File: src/rtl/instr_decode_stage.sv
// instr_decode_stage
//   Registered instruction decoder between fetch and execute. It handles
//   12-bit (PIC16C5x) or 14-bit (mid-range) encodings, selected by INSTR_W.
//   Both sides use a valid/ready handshake. This stage also owns the annul
//   logic: a completed GOTO/CALL/RETLW, or a skip request from execute,
//   turns exactly one following instruction into an annulled NOP record.
//
// Ports
//   clk, rst            clock, synchronous active-high reset
//   in_valid/in_ready   fetch-side handshake, instr_in = fetched word
//   skip_req            1-cycle pulse from execute: skip condition is true
//   out_valid/out_ready execute-side handshake for the decoded record
//   op_class            0 NOP,1 CTRL,2 BYTE,3 BITSC,4 BITSKIP,5 LIT,
//                       6 CALL,7 GOTO,8 RETLW,9 ILLEGAL
//   alu_op              byte/literal sub-opcode (bit ops: {2'b0,op bits})
//   f_addr, dest_f      file-register operand and d bit
//   bit_mask            one-hot bit select for bit ops
//   lit                 literal k (LIT, RETLW)
//   target              CALL/GOTO target, zero-extended
//   fsz                 skip-class instruction (DECFSZ, INCFSZ, BTFSC, BTFSS)
//   annul               record is a killed instruction, every field zero
//
// State  | meaning
// -------+--------------------------------------------------------------
// RUN    | normal decoding
// FLUSH  | a branch record was consumed; the next accepted word is annulled
module instr_decode_stage #(
    parameter int INSTR_W = 12,
    parameter int F_W     = 5,
    parameter int TGT_W   = 9
) (
    input  logic               clk,
    input  logic               rst,
    input  logic               in_valid,
    output logic               in_ready,
    input  logic [INSTR_W-1:0] instr_in,
    input  logic               skip_req,
    output logic               out_valid,
    input  logic               out_ready,
    output logic [3:0]         op_class,
    output logic [3:0]         alu_op,
    output logic [F_W-1:0]     f_addr,
    output logic               dest_f,
    output logic [7:0]         bit_mask,
    output logic [7:0]         lit,
    output logic [TGT_W-1:0]   target,
    output logic               fsz,
    output logic               annul
);

    localparam logic [3:0] CL_NOP     = 4'd0;
    localparam logic [3:0] CL_CTRL    = 4'd1;
    localparam logic [3:0] CL_BYTE    = 4'd2;
    localparam logic [3:0] CL_BITSC   = 4'd3;
    localparam logic [3:0] CL_BITSKIP = 4'd4;
    localparam logic [3:0] CL_LIT     = 4'd5;
    localparam logic [3:0] CL_CALL    = 4'd6;
    localparam logic [3:0] CL_GOTO    = 4'd7;
    localparam logic [3:0] CL_RETLW   = 4'd8;
    localparam logic [3:0] CL_ILLEGAL = 4'd9;

    localparam logic [0:0] ST_RUN   = 1'b0;
    localparam logic [0:0] ST_FLUSH = 1'b1;

    logic [0:0]       state;
    logic             skip_pend;

    logic [13:0]      iw;
    logic [3:0]       d_cls;
    logic [3:0]       d_alu;
    logic [F_W-1:0]   d_f;
    logic             d_d;
    logic [7:0]       d_mask;
    logic [7:0]       d_lit;
    logic [TGT_W-1:0] d_tgt;
    logic             d_fsz;

    logic accept;
    logic consume;
    logic hold;
    logic branch_done;
    logic skip_live;
    logic skip_in_place;
    logic kill_word;

    // Both decode tables index a 14-bit copy so neither branch reads past
    // the port width; the upper bits are zero in 12-bit builds.
    assign iw = 14'(instr_in);

    always_comb begin
        d_cls  = CL_NOP;
        d_alu  = '0;
        d_f    = '0;
        d_d    = 1'b0;
        d_mask = '0;
        d_lit  = '0;
        d_tgt  = '0;
        d_fsz  = 1'b0;
        if (INSTR_W == 12) begin
            priority casez (iw[11:0])
                12'b11??_????_????: begin
                    d_cls = CL_LIT;
                    d_alu = {2'b00, iw[9:8]};
                    d_lit = iw[7:0];
                end
                12'b101?_????_????: begin
                    d_cls = CL_GOTO;
                    d_tgt = TGT_W'(iw[8:0]);
                end
                12'b1001_????_????: begin
                    d_cls = CL_CALL;
                    d_tgt = TGT_W'(iw[7:0]);
                end
                12'b1000_????_????: begin
                    d_cls = CL_RETLW;
                    d_lit = iw[7:0];
                end
                12'b01??_????_????: begin
                    d_cls  = iw[9] ? CL_BITSKIP : CL_BITSC;
                    d_alu  = {2'b00, iw[9:8]};
                    d_mask = 8'b1 << iw[7:5];
                    d_f    = F_W'(iw[4:0]);
                    d_fsz  = iw[9];
                end
                12'b0000_0000_0000: d_cls = CL_NOP;
                12'b0000_0000_0???: begin
                    d_cls = CL_CTRL;
                    d_f   = F_W'(iw[2:0]);
                end
                12'b0000_000?_????: d_cls = CL_ILLEGAL;
                default: begin
                    d_cls = CL_BYTE;
                    d_alu = iw[9:6];
                    d_d   = iw[5];
                    d_f   = F_W'(iw[4:0]);
                    // DECFSZ = 1011, INCFSZ = 1111
                    d_fsz = iw[9] & iw[7] & iw[6];
                end
            endcase
        end else begin
            priority casez (iw)
                14'b11_1011_????_????: d_cls = CL_ILLEGAL;
                14'b11_00??_????_????: begin
                    d_cls = CL_LIT;
                    d_lit = iw[7:0];
                end
                14'b11_01??_????_????: begin
                    d_cls = CL_RETLW;
                    d_lit = iw[7:0];
                end
                14'b11_10??_????_????: begin
                    d_cls = CL_LIT;
                    d_alu = iw[11:8];
                    d_lit = iw[7:0];
                end
                // SUBLW/ADDLW carry a don't-care bit; it is cleared so
                // execute sees one code per operation.
                14'b11_110?_????_????: begin
                    d_cls = CL_LIT;
                    d_alu = 4'b1100;
                    d_lit = iw[7:0];
                end
                14'b11_111?_????_????: begin
                    d_cls = CL_LIT;
                    d_alu = 4'b1110;
                    d_lit = iw[7:0];
                end
                14'b10_1???_????_????: begin
                    d_cls = CL_GOTO;
                    d_tgt = TGT_W'(iw[10:0]);
                end
                14'b10_0???_????_????: begin
                    d_cls = CL_CALL;
                    d_tgt = TGT_W'(iw[10:0]);
                end
                14'b01_????_????_????: begin
                    d_cls  = iw[11] ? CL_BITSKIP : CL_BITSC;
                    d_alu  = {2'b00, iw[11:10]};
                    d_mask = 8'b1 << iw[9:7];
                    d_f    = F_W'(iw[6:0]);
                    d_fsz  = iw[11];
                end
                14'b00_0000_0??0_0000: d_cls = CL_NOP;
                14'b00_0000_0000_100?,
                14'b00_0000_0110_0011,
                14'b00_0000_0110_0100: begin
                    d_cls = CL_CTRL;
                    d_f   = F_W'(iw[6:0]);
                end
                14'b00_0000_0???_????: d_cls = CL_ILLEGAL;
                default: begin
                    d_cls = CL_BYTE;
                    d_alu = iw[11:8];
                    d_d   = iw[7];
                    d_f   = F_W'(iw[6:0]);
                    d_fsz = iw[11] & iw[9] & iw[8];
                end
            endcase
        end
    end

    assign in_ready    = ~rst & (~out_valid | out_ready);
    assign accept      = in_valid & in_ready;
    assign consume     = out_valid & out_ready;
    assign hold        = out_valid & ~out_ready;
    assign branch_done = consume & (op_class inside {CL_CALL, CL_GOTO, CL_RETLW});
    assign skip_live   = skip_req & ~skip_pend;
    assign skip_in_place = skip_live & hold;

    // A word accepted in the same cycle that a branch leaves, or that a
    // skip arrives with nothing held, is itself the follower to kill.
    // All sources collapse into one annul.
    assign kill_word = (state == ST_FLUSH) | branch_done | skip_pend
                     | (skip_live & ~hold);

    always_ff @(posedge clk) begin
        if (rst) begin
            out_valid <= 1'b0;
            state     <= ST_RUN;
            skip_pend <= 1'b0;
            op_class  <= '0;
            alu_op    <= '0;
            f_addr    <= '0;
            dest_f    <= 1'b0;
            bit_mask  <= '0;
            lit       <= '0;
            target    <= '0;
            fsz       <= 1'b0;
            annul     <= 1'b0;
        end else begin
            if (accept) begin
                out_valid <= 1'b1;
                op_class  <= kill_word ? CL_NOP : d_cls;
                alu_op    <= kill_word ? '0 : d_alu;
                f_addr    <= kill_word ? '0 : d_f;
                dest_f    <= kill_word ? 1'b0 : d_d;
                bit_mask  <= kill_word ? '0 : d_mask;
                lit       <= kill_word ? '0 : d_lit;
                target    <= kill_word ? '0 : d_tgt;
                fsz       <= kill_word ? 1'b0 : d_fsz;
                annul     <= kill_word;
            end else if (consume) begin
                out_valid <= 1'b0;
            end else if (skip_in_place) begin
                op_class  <= CL_NOP;
                alu_op    <= '0;
                f_addr    <= '0;
                dest_f    <= 1'b0;
                bit_mask  <= '0;
                lit       <= '0;
                target    <= '0;
                fsz       <= 1'b0;
                annul     <= 1'b1;
            end

            if (accept) begin
                state <= ST_RUN;
            end else if (branch_done) begin
                state <= ST_FLUSH;
            end

            if (accept) begin
                skip_pend <= 1'b0;
            end else if (skip_live & ~hold) begin
                skip_pend <= 1'b1;
            end
        end
    end

endmodule

File: config.mk
export PLATFORM = sky130hd
export DESIGN_NAME = instr_decode_stage
export DESIGN_NICKNAME = d
export VERILOG_FILES = /design/src/rtl/instr_decode_stage.sv
export SDC_FILE = /design/constraint.sdc
export NUM_CORES = 1
export LEC_CHECK = 0
export BUFFER_PORTS_ARGS = -buffer_cell sky130_fd_sc_hd__clkbuf_2
export CAP_MARGIN = 10
export CORE_ASPECT_RATIO = 0.5
export CORE_MARGIN = 1
export CORE_UTILIZATION = 47
export CTS_BUF_LIST = sky130_fd_sc_hd__clkbuf_8
export DETAILED_ROUTE_END_ITERATION = 8
export PLACE_DENSITY = 0.78
export RECOVER_POWER = 50
export SLEW_MARGIN = 25
export SYNTH_ARGS = -nofsm -noshare
export SYNTH_HDL_FRONTEND = slang
export SYNTH_SLANG_ARGS = --single-unit
File: constraint.sdc
create_clock -name clk -period 1.55 [get_ports clk]
set_input_delay 0.465 -clock clk [delete_from_list [all_inputs] [get_ports clk]]
set_output_delay 0.465 -clock clk [all_outputs]
set_load 0.01 [all_outputs]
==> results.md, run 1 <==
* NumNets Final at 291
* Die Y at 45.97 µm
* Final setup fails at 36
* H-tree levels at 2
* Total clock sinks at 44
* Later-pin clock latency in the skew report at 0.29 ns
* Site Rows at 15
* Filler cell count at 286
* Slew @ Worst Pin at 0.4804 ns
* Asr flop ratio synth at 0
* Failing checks: setup timing
* RD Place Congestion at 0.8215
* F_max at 600.9 MHz
* Min Tclk post-route at 1.664 ns
* Wire per inst at 15.51 µm
* Internal reg-to-reg setup slack at -0.11 ns
* FF+latch count, synth at 44
* WS Path Type: reg2reg
* Fin. max-slew vios at 0
* Initial antenna violation count at 0
* Synth warn at 0
* CTS root buf: clkbuf_8
* Synth cell count leaders: dfxtp_1 (44), nor2_1 (36), a32oi_1 (21)
* Largest cells by area after synthesis: dfxtp_1 (48%), a32oi_1 (10%), nor2_1 (7.4%)
* Die ar. at 4133 µm²
* Slowest CP cell: or4b_4
* Top-count cell post-synth: dfxtp_1
* Post-synth cell types at 37
* Worst Setup End Kind: flop
* GRT Total Usage at 0.2395
* Worst EP arrival at 1.85 ns
* Vias at 1814
* Status: finished, violations left
* N_diodes at 0
* Largest area contributor in the netlist: dfxtp_1
* Vias per cell at 5.564
* Final Cycle Share at 1.074
* First-pass GRT wire length at 7.596 mm
* Worst IR drop on VDD at 0.7222 mV
* Worst setup SP type: flop
* DP Cell Count at 317
* Cells after Synth at 198
* Pleak at 0.001002 µW
* Port Buffer Count at 59
* Antenna viol nets, final at 0
* Initial DRC Count at 116
* Gr ovfl total at 0
* Clk slew on worst S/H paths at 0.08 ns
* Share of layout cells above drive strength 1 at 0.3564
* Die Span X at 89.93 µm
* Hpwl dp at 3.575 mm
* Post-synth EDFFs at 0
* Buffer depth of the longest clock path at 2
* Layout Cells excl Fill at 326
* Synthesized area at 1817 µm²
* Drt total wl at 5.055 mm
* Num ports at 60
* Initial core utilization at 0.5095
* DRC at 0
* Relative slew slack at 0.6790
* Most used flip-flop cell after synthesis: dfxtp_1
* Cell Chain, Critical Path: or4b_4 > a21oi_4 > nor3_4 > buf_6 > a32oi_2 > nor2_1
* Hold Vio Cnt, Final at 0
* Critical path peak fanout at 8
* Pin count of the biggest net entering global routing at 41
* RSZ-0062 raised after global routing: yes
* Hold Buf Count CTS at 0
* Synth Area per Inst at 9.175 µm²
* Area delta synth->final at 39.19%
* CTS tree: yes
* Max stage delay on crit path at 0.54 ns
* Max-Cap Viols at 0
* Setup Skew at 0.005150 ns
* Critical path data required time at 1.74 ns
* Worst Hold Class: reg2reg
* PwrDens at 914.0 nW/µm²
* Final Worst Setup Slack at -0.1142 ns
* Synth top area share at 0.4848
* Initial DRT Pass Iterations at 4
* CTS Buf Count at 5
* Seq/Total Area, Yosys at 0.4848
* Syn_nets at 215
* Number of global-route vias before repair at 1566
* Setup TNS at -2.610 ns
* Post-layout util at 0.7091
* CORE AREA at 3566 µm²
[timing repair]
action / in CTS / in global routing
cloned: 1 / 0
setup buffers: 0 / 0
setup endpoints to repair: 38 / 42
pin swaps: 11 / 11
gates resized for setup: 6 / 19
[state kept, by name, summed over array words and instances (netlist names)]
register and flops:
state 1, alu_op 4, dest_f 1, f_addr 5, fsz 1, annul 1, out_valid 1, bit_mask 8
skip_pend 1, lit 8, op_class 4, target 9
[final cells by class]
cell class | count | area, µm² | share of cell area
Clock inverter | 3 | 38.79 | 0.01534
Sequential cell | 44 | 883.3 | 0.3493
Tap cell | 51 | 63.81 | 0.02523
Inverter | 1 | 3.754 | 0.001484
Clock buffer | 5 | 68.82 | 0.02721
Timing Repair Buffer | 89 | 520.5 | 0.2058
Multi-Input combinational cell | 133 | 949.7 | 0.3756
[path summary, 6_finish.rpt]
check	from	end	depth (start not counted)
max	op_class[2]$_SDFFE_PP0P_	lit[2]$_SDFFE_PP0P_	6
min	target[8]$_SDFFE_PP0P_	target[8]$_SDFFE_PP0P_	2
max reg2reg	op_class[2]$_SDFFE_PP0P_	lit[2]$_SDFFE_PP0P_	6
min reg2reg	target[8]$_SDFFE_PP0P_	target[8]$_SDFFE_PP0P_	2
[worst max-delay path, delay by kind of cell, from the launching register on]
family                 cells  cell delay [ns]
AO/OA/AOI/OAI              2             0.37
buffers and inverters      1             0.15
flip-flops                 1             0.32
AND/OR/NAND/NOR            3             0.70
[per-layer routing]
metal  GRT usage  routed length (µm)  up-vias
li1            -                   -      883
met1      0.3330                2434      882
met2      0.3815                2330       47
met3     0.05833                 273        2
met4     0.06129                  16        0
met5           0                   0        -
[where the power goes]
part           internal, µW  switching (µW)
Sequential             1150            12.4
Clock                   472             374
Combinational           126             179
[logic make-up after synthesis]
family | synth area share
simple gates | 0.2176
compound gates | 0.2410
flops | 0.4848
buf+inv | 0.05647
[per-stage QoR]
stage | power (µW) | hold WS (ns) | instance area [µm²] | worst slack (ns)
4_1_cts | 2292 | 0.4573 | 2455 | -0.1033
2_1_floorplan | 1336 | 0.4761 | 1847 | -0.1220
3_5_place_dp | 1458 | 0.4471 | 2320 | -0.2698
6_report | 2311 | 0.4556 | 2529 | -0.1142
5_1_grt | 2391 | 0.4778 | 2529 | -0.1618
3_3_place_gp | 1450 | 0.4434 | 2320 | -0.1984
[cells in the final DEF, fill, tap and decap left out, drive strengths merged, types with 4 or more instances in the layout]
| cell | Yosys | routed |
|---|---|---|
| clkbuf | 13 | 63 |
| dfxtp | 44 | 44 |
| nor2 | 36 | 36 |
| buf | 7 | 31 |
| a32oi | 21 | 21 |
| a21oi | 13 | 13 |
| nand2 | 10 | 10 |
| nor2b | 8 | 8 |
| a22o | 6 | 6 |
| a22oi | 4 | 4 |
Note: power is estimated with default switching activity, not from simulation.
==> inputs of run 2 (changes only) <==
--- a/config.mk
+++ b/config.mk
@@ -5,15 +5,16 @@
 export SDC_FILE = /design/constraint.sdc
 export NUM_CORES = 1
 export LEC_CHECK = 0
+export ABC_AREA = 1
 export BUFFER_PORTS_ARGS = -buffer_cell sky130_fd_sc_hd__clkbuf_2
 export CAP_MARGIN = 10
 export CORE_ASPECT_RATIO = 0.5
 export CORE_MARGIN = 1
-export CORE_UTILIZATION = 47
+export CORE_UTILIZATION = 30
 export CTS_BUF_LIST = sky130_fd_sc_hd__clkbuf_8
 export DETAILED_ROUTE_END_ITERATION = 8
-export PLACE_DENSITY = 0.78
 export RECOVER_POWER = 50
+export SETUP_SLACK_MARGIN = 0.02
 export SLEW_MARGIN = 25
 export SYNTH_ARGS = -nofsm -noshare
 export SYNTH_HDL_FRONTEND = slang
==> run 2 against run 1 <==
Effect of this change: the flow now finishes without violations; clock-buffer cell count stayed put; worst setup slack better by 0.21 ns; first-iteration DRC count is 8.6% higher; clock power is 0.5% higher; synthesized area is 8.1% higher; critical path depth is 2 lower; utilization is 29 points lower; sequential power hardly changed; hold slack better by 0.0058 ns; critical path type is now reg2out.
==> results.md, run 2 <==
* Status: finished clean
* Initial DRT Pass Iterations at 4 (unchanged)
* Number of global-route vias before repair at 1833 (+17%)
* First-pass GRT wire length at 8.266 mm (+8.8%)
* Die Span X at 116.4 µm (+29%)
* Share of layout cells above drive strength 1 at 0.1831 (-0.1733)
* Max reg flops at 9 (unchanged)
* Worst setup SP type: flop
* Hold Path Cell Cnt at 3 (+1)
* Vias at 2029 (+12%)
* Synth warn at 0 (unchanged)
* Top-count cell post-synth: nand2_1
* Post-layout util at 0.4152 (-0.2939)
* H-tree levels at 2 (unchanged)
* Critical path peak fanout at 3 (-5)
* Later-pin clock latency in the skew report at 0.30 ns (about the same)
* Hpwl dp at 3.975 mm (+11%)
* CTS root buf: clkbuf_8
* Max stage delay on crit path at 0.35 ns (-0.19 ns)
* Slowest CP cell: dfxtp_2
* RR Startpoint: out_valid$_SDFFE_PP0P_
* Die Y at 59.22 µm (+29%)
* Gr ovfl total at 0 (unchanged)
* Most flops, register: target
* CORE AREA at 6181 µm² (+73%)
* Seq/Total Area, Yosys at 0.4484 (-0.03644)
* Hold path startpoint: instr_in[8]
* R2R depth at 10 (+4)
* Clk slew on worst S/H paths at 0.08 ns (about the same)
* NumNets Final at 382 (+31%)
* Asr flop ratio synth at 0 (unchanged)
* Cell Chain, Critical Path: inv_1 > nor2_2 > nor2_1 > clkbuf_2
* Pin count of the biggest net entering global routing at 42 (+2.4%)
* Initial core utilization at 0.3178 (-0.1917)
* Synth top area share at 0.4484 (-0.03644)
* Hold Vio Cnt, Final at 0 (unchanged)
* Max-Cap Viols at 0 (unchanged)
* RD Place Congestion at 0.8775 (+6.8%)
* Synthesized area at 1964 µm² (+8.1%)
* Biggest regs: target: 9 flops, bit_mask: 8 flops, lit: 8 flops
* GRT Total Usage at 0.1576 (-0.08189)
* Worst EP arrival at 0.99 ns (-0.86 ns)
* Vias per cell at 4.469 (-20%)
* Relative slew slack at 0.7233 (+0.04423)
* Synth Area per Inst at 6.845 µm² (-25%)
* Initial antenna violation count at 0 (unchanged)
* Port Buffer Count at 59 (unchanged)
* Internal reg-to-reg setup slack at 0.15 ns (+0.26 ns)
* WS Path Type: reg2out
* Final Cycle Share at 0.9383 (-0.1354)
* Die ar. at 6895 µm² (+67%)
* Final setup fails at 0 (-100%)
* Min Tclk post-route at 1.454 ns (-0.2099 ns)
* Area delta synth->final at 30.64%
* RSZ-0062 raised after global routing: yes
* Hold WS at 0.4614 ns (+0.005771 ns)
* Commonest non-fill, non-tap cells in the layout: nand2_1 (97), a21oi_1 (43), dfxtp_1 (43)
* FF+latch count, synth at 44 (unchanged)
* Total clock sinks at 44 (unchanged)
* Site Rows at 20 (+5)
* Pwr Total at 2279 µW (-1.4%)
* Post-synth cell types at 20 (-46%)
* Slew @ Worst Pin at 0.4151 ns (-0.06536 ns)
* Hold Buf Count CTS at 0 (unchanged)
* PwrDens at 887.9 nW/µm² (-2.8%)
* Worst IR drop on VDD at 0.3193 mV (-56%)
* DRC at 0 (unchanged)
* Largest area contributor in the netlist: dfxtp_1
* Crit. Startpoint: out_valid$_SDFFE_PP0P_
* Initial DRC Count at 126 (+8.6%)
* Antenna viol nets, final at 0 (unchanged)
* Most used flip-flop cell after synthesis: dfxtp_1
* Fin. max-slew vios at 0 (unchanged)
* CTS Buf Count at 5 (unchanged)
* Syn_nets at 304 (+41%)
* Worst Hold Class: in2reg
* Num ports at 60 (unchanged)
* Final Worst Setup Slack at 0.09571 ns (+0.2099 ns)
* CTS tree: yes
* Wire per inst at 11.20 µm (-28%)
* Setup Skew at 0.004924 ns (-0.0002258 ns)
* Buffer depth of the longest clock path at 2 (unchanged)
* Pre-CTS WS at -0.1691 ns (+0.1007 ns)
* Pleak at 0.001029 µW (+2.7%)
* Critical path data required time at 1.08 ns (-0.66 ns)
* F_max at 687.6 MHz (+14%)
* N_diodes at 0 (unchanged)
* Cells after Synth at 287 (+45%)
* Largest cells by area after synthesis: dfxtp_1 (45%), nand2_1 (19%), a21oi_1 (11%)
* Filler cell count at 698 (+140%)
* Post-synth EDFFs at 0 (unchanged)
* Worst Setup End Kind: primary output
* Drt total wl at 5.084 mm (+0.57%)
* Synth cell count leaders: nand2_1 (98), dfxtp_1 (44), a21oi_1 (43)
* Most common cell after layout, fill and taps aside: nand2_1
## run 2: cell count changes after synthesis, sizes merged, moves of 5 or more
cell    before  now
a22o         6    0
nor2b        8    0
a21oi       13   43
inv          1   26
nand3        3   23
nor2        36   31
a32oi       21    0
nand2       10   99
clkbuf      13    4
## run 2: final timing paths
check | endpoint
setup / recovery | in_ready
hold / removal | alu_op[2]$_SDFFE_PP0P_
setup reg to reg | target[0]$_SDFFE_PP0P_
hold reg to reg | fsz$_SDFFE_PP0P_
## run 2: what timing repair did
| action | CTS | global route |
|---|---|---|
| cloned | 0 | 0 |
| resized for setup | 2 | 6 |
| pin swaps | 1 | 0 |
| setup endpoints to repair | 1 | 17 |
| setup buffers | 2 | 0 |
## run 2: cells by family (layout without fill, tap and decap cells)
| logic type | Yosys count | in the layout | synth area share |
|---|---|---|---|
| AND/OR/NAND/NOR | 156 | 156 | 0.3382 |
| AO/OA/AOI/OAI | 49 | 49 | 0.1261 |
| flip-flops | 44 | 44 | 0.4484 |
| buffers and inverters | 38 | 117 | 0.08725 |
## run 2: worst max-delay path, delay by kind of cell, from the launching register on
kind	cells	cell delay [ns]
buffers and inverters	2	0.17
flip-flops	1	0.35
AND/OR/NAND/NOR	2	0.18
## run 2: area by class of cell
cell class                      count  area (µm²)  share of cell area
Clock buffer                        5       68.82             0.02682
Clock inverter                      3       38.79             0.01511
Inverter                           27       102.6             0.03998
Multi-Input combinational cell    205       932.1              0.3632
Sequential cell                    44       882.1              0.3437
Tap cell                           88       110.1             0.04291
Timing Repair Buffer               82       431.7              0.1682
## run 2: metrics by stage
stage | area, µm² | instances | TNS (ns)
3_5_place_dp | 2479 | 445 | -1.912
5_1_grt | 2566 | 454 | 0
2_1_floorplan | 1964 | 287 | 0
4_1_cts | 2597 | 454 | 0
3_3_place_gp | 2479 | 445 | -1.505
6_report | 2566 | 454 | 0
## run 2: report_power, final
part | internal [µW] | switching (µW) | leakage [µW]
registers | 1150 | 8.97 | 0.000356
clock network | 472 | 379 | 0.0000593
logic | 103 | 172 | 0.000614
total | 1720 | 559 | 0.00103
## run 2: metal layers
layer | up-vias | GRT usage | share of wire
li1 | 1065 | - | -
met1 | 929 | 0.2119 | 0.51
met5 | - | 0 | 0
met4 | 0 | 0.04396 | 0.0057
met2 | 31 | 0.2536 | 0.45
met3 | 4 | 0.03885 | 0.039
==> inputs of run 3 (changes only) <==
--- a/config.mk
+++ b/config.mk
@@ -10,11 +10,14 @@
 export CAP_MARGIN = 10
 export CORE_ASPECT_RATIO = 0.5
 export CORE_MARGIN = 1
-export CORE_UTILIZATION = 30
+export CORE_UTILIZATION = 48
 export CTS_BUF_LIST = sky130_fd_sc_hd__clkbuf_8
 export DETAILED_ROUTE_END_ITERATION = 8
+export MAX_ROUTING_LAYER = met4
+export PLACE_DENSITY = 0.78
 export RECOVER_POWER = 50
 export SETUP_SLACK_MARGIN = 0.02
+export SKIP_CTS_REPAIR_TIMING = 1
 export SLEW_MARGIN = 25
 export SYNTH_ARGS = -nofsm -noshare
 export SYNTH_HDL_FRONTEND = slang
==> run 3 against run 2 <==
Effect of this change: combinational power is 4% higher; die area is 37% lower; utilization rose by 28 points; first-iteration DRC count down 5.6%; fmax down 5.1%; clock power is 13% higher; total power rose by 5.2%; sequential share of layout area grew 0.15 points; critical path type unchanged; largest cell class unchanged; clock skew about the same; register-to-register slack gained 0.02 ns.
==> results.md, run 3 (synthesized netlist as in run 2, its figures left out) <==
* Final setup fails at 0 (unchanged)
* Die Y at 47.24 µm (-20%)
* Hold path startpoint: lit[2]$_SDFFE_PP0P_
* Clock Power Share at 0.400 (+0.027)
* Number of global-route vias before repair at 1812 (-1.1%)
* Most common cell after layout, fill and taps aside: nand2_1
* Min Tclk post-route at 1.533 ns (+0.07890 ns)
* Vias at 2087 (+2.9%)
* Area of the multi-input gates at 932.1 µm² (unchanged)
* DP Cell Count at 411 (-7.6%)
* Antenna viol nets, final at 0 (unchanged)
* PwrDens at 938.5 nW/µm² (+5.7%)
* Worst Hold Class: reg2reg
* Max stage delay on crit path at 0.34 ns (about the same)
* Fin. max-slew vios at 0 (unchanged)
* Hold Path End: lit[2]$_SDFFE_PP0P_
* Met1 WL at 2.456 mm (-5.0%)
* Hold Path Cell Cnt at 2 (-1)
* Crit. Startpoint: out_valid$_SDFFE_PP0P_
* Register area at 882.1 µm² (unchanged)
* Vias per cell at 4.981 (+11%)
* RD Place Congestion at 0.9338 (+6.4%)
* Area delta synth->final at 30.06%
* Setup TNS at 0 ns (unchanged)
* CORE AREA at 3660 µm² (-41%)
* Switching Share at 0.2413 (-0.004123)
* Critical path data required time at 1.08 ns (about the same)
* Port Buffer Count at 59 (unchanged)
* Max-Cap Viols at 0 (unchanged)
* Layout Cells excl Fill at 419 (-7.7%)
* Critical path peak fanout at 4 (+1)
* Relative slew slack at 0.7113 (-0.01193)
* Worst Setup End Kind: primary output
* Internal at 1819 µW (+5.8%)
* Pwr Total at 2398 µW (+5.2%)
* Gate power share at 0.119 (about the same)
* N_diodes at 0 (unchanged)
* Total clock sinks at 44 (unchanged)
* NumNets Final at 384 (+0.52%)
* Internal reg-to-reg setup slack at 0.17 ns (+0.02 ns)
* Sequential power share at 0.481 (-0.025)
* Worst EP arrival at 1.07 ns (+0.08 ns)
* Share of layout cells above drive strength 1 at 0.1929 (+0.009875)
* Die Span X at 92.47 µm (-21%)
* Clk slew on worst S/H paths at 0.08 ns (about the same)
* Hold Vio Cnt, Final at 0 (unchanged)
* Pleak at 0.001047 µW (+1.8%)
* WS Path Type: reg2out
* GRT Total Usage at 0.2480 (+0.09038)
* Filler cell count at 341 (-51%)
* RR Endpoint: target[7]$_SDFFE_PP0P_
* DRC at 0 (unchanged)
* Most flops, register: target
* F_max at 652.2 MHz (-5.1%)
* Worst setup SP type: flop
* Final Cycle Share at 0.9892 (+0.05090)
* Hpwl dp at 3.858 mm (-3.0%)
* Pre-CTS WS at -0.1515 ns (+0.01752 ns)
* RSZ-0062 raised after global routing: yes
* Buffer depth of the longest clock path at 2 (unchanged)
* First-pass GRT wire length at 7.962 mm (-3.7%)
* Drt total wl at 5.123 mm (+0.77%)
* Site Rows at 15 (-25%)
* RR Startpoint: op_class[2]$_SDFFE_PP0P_
* Initial DRC Count at 119 (-5.6%)
* Top Layer Used: met3
* Slew @ Worst Pin at 0.4330 ns (+0.01789 ns)
* Die ar. at 4368 µm² (-37%)
* Pin count of the biggest net entering global routing at 42 (unchanged)
* Status: finished clean
* Met2 wire len at 2.355 mm (+3.7%)
* Initial DRT Pass Iterations at 4 (unchanged)
* Worst IR drop on VDD at 0.6193 mV (+94%)
* Slowest CP cell: dfxtp_2
* NetSw at 578.5 µW (+3.5%)
* CTS tree: yes
* Gr ovfl total at 0 (unchanged)
* CTS Buf Count at 5 (unchanged)
* WL met3 at 311 µm (+57%)
* Num ports at 60 (unchanged)
* Setup Skew at 0.004670 ns (-0.0002537 ns)
* CTS root buf: clkbuf_8
* Initial antenna violation count at 0 (unchanged)
* Wire per inst at 12.23 µm (+9.2%)
* H-tree levels at 2 (unchanged)
* Final Worst Setup Slack at 0.01681 ns (-0.07890 ns)
* R2R depth at 9 (-1)
* Biggest regs: target: 9 flops, bit_mask: 8 flops, lit: 8 flops
* Max reg flops at 9 (unchanged)
* Later-pin clock latency in the skew report at 0.29 ns (about the same)
* Initial core utilization at 0.5368 (+0.2189)
* Cell Chain, Critical Path: inv_1 > nor2_2 > buf_4 > nor2_1 > clkbuf_2
* Commonest non-fill, non-tap cells in the layout: nand2_1 (98), a21oi_1 (43), dfxtp_1 (43)
## run 3: cell types whose count changed in the layout (fill, tap and decap cells not counted), sizes merged
cell,before,now
inv,27,26
buf,23,25
clkinv,2,1
clkbuf,64,66
## run 3: power groups by stage
| stage | logic (µW) | clock network, µW | registers, µW |
|---|---|---|---|
| final | 284 | 960 | 1150 |
| after global routing | 311 | 1010 | 1160 |
| after floorplan | 148 | 0 | 1190 |
| after detailed placement | 277 | 0 | 1180 |
| after CTS | 279 | 970 | 1150 |
| after global placement | 272 | 0 | 1180 |
## run 3: cell type report
cell class | instances | area share
Sequential cell | 44 | 0.3452
Clock inverter | 1 | 0.01175
Timing Repair Buffer | 84 | 0.1753
Multi-Input combinational cell | 205 | 0.3648
Clock buffer | 7 | 0.03771
Inverter | 27 | 0.04016
Tap cell | 51 | 0.02498
## run 3: worst max-delay path by stage
stage | endpoint | slack [ns] | cells after the start
after detailed placement | target[2]$_SDFFE_PP0P_ | -0.15 | 10
after global placement | f_addr[2]$_SDFFE_PP0P_ | -0.11 | 10
after global routing | in_ready | -0.04 | 5
after CTS | in_ready | -0.06 | 5
final | in_ready | 0.02 | 5
after floorplan | in_ready | 0.14 | 3
## run 3: critical path, delay by kind of cell, from the launching register on
family	cells	cell delay, ns
AND/OR/NAND/NOR	2	0.11
flip-flops	1	0.34
buffers and inverters	3	0.33
## run 3: through the flow
stage | util | hold slack, ns | cell area, µm²
final | 0.6981 | 0.4641 | 2555
after global routing | 0.6981 | 0.4807 | 2555
after CTS | 0.7053 | 0.4678 | 2581
after detailed placement | 0.6708 | 0.4554 | 2455
after global placement | 0.6708 | 0.4522 | 2455
after floorplan | - | 0.4848 | 1964
## run 3: metal layers
metal	vias to the layer above	track usage
met5	-	-
met4	0	0.08125
met3	0	0.04854
met2	67	0.4104
met1	957	0.3135
li1	1063	-
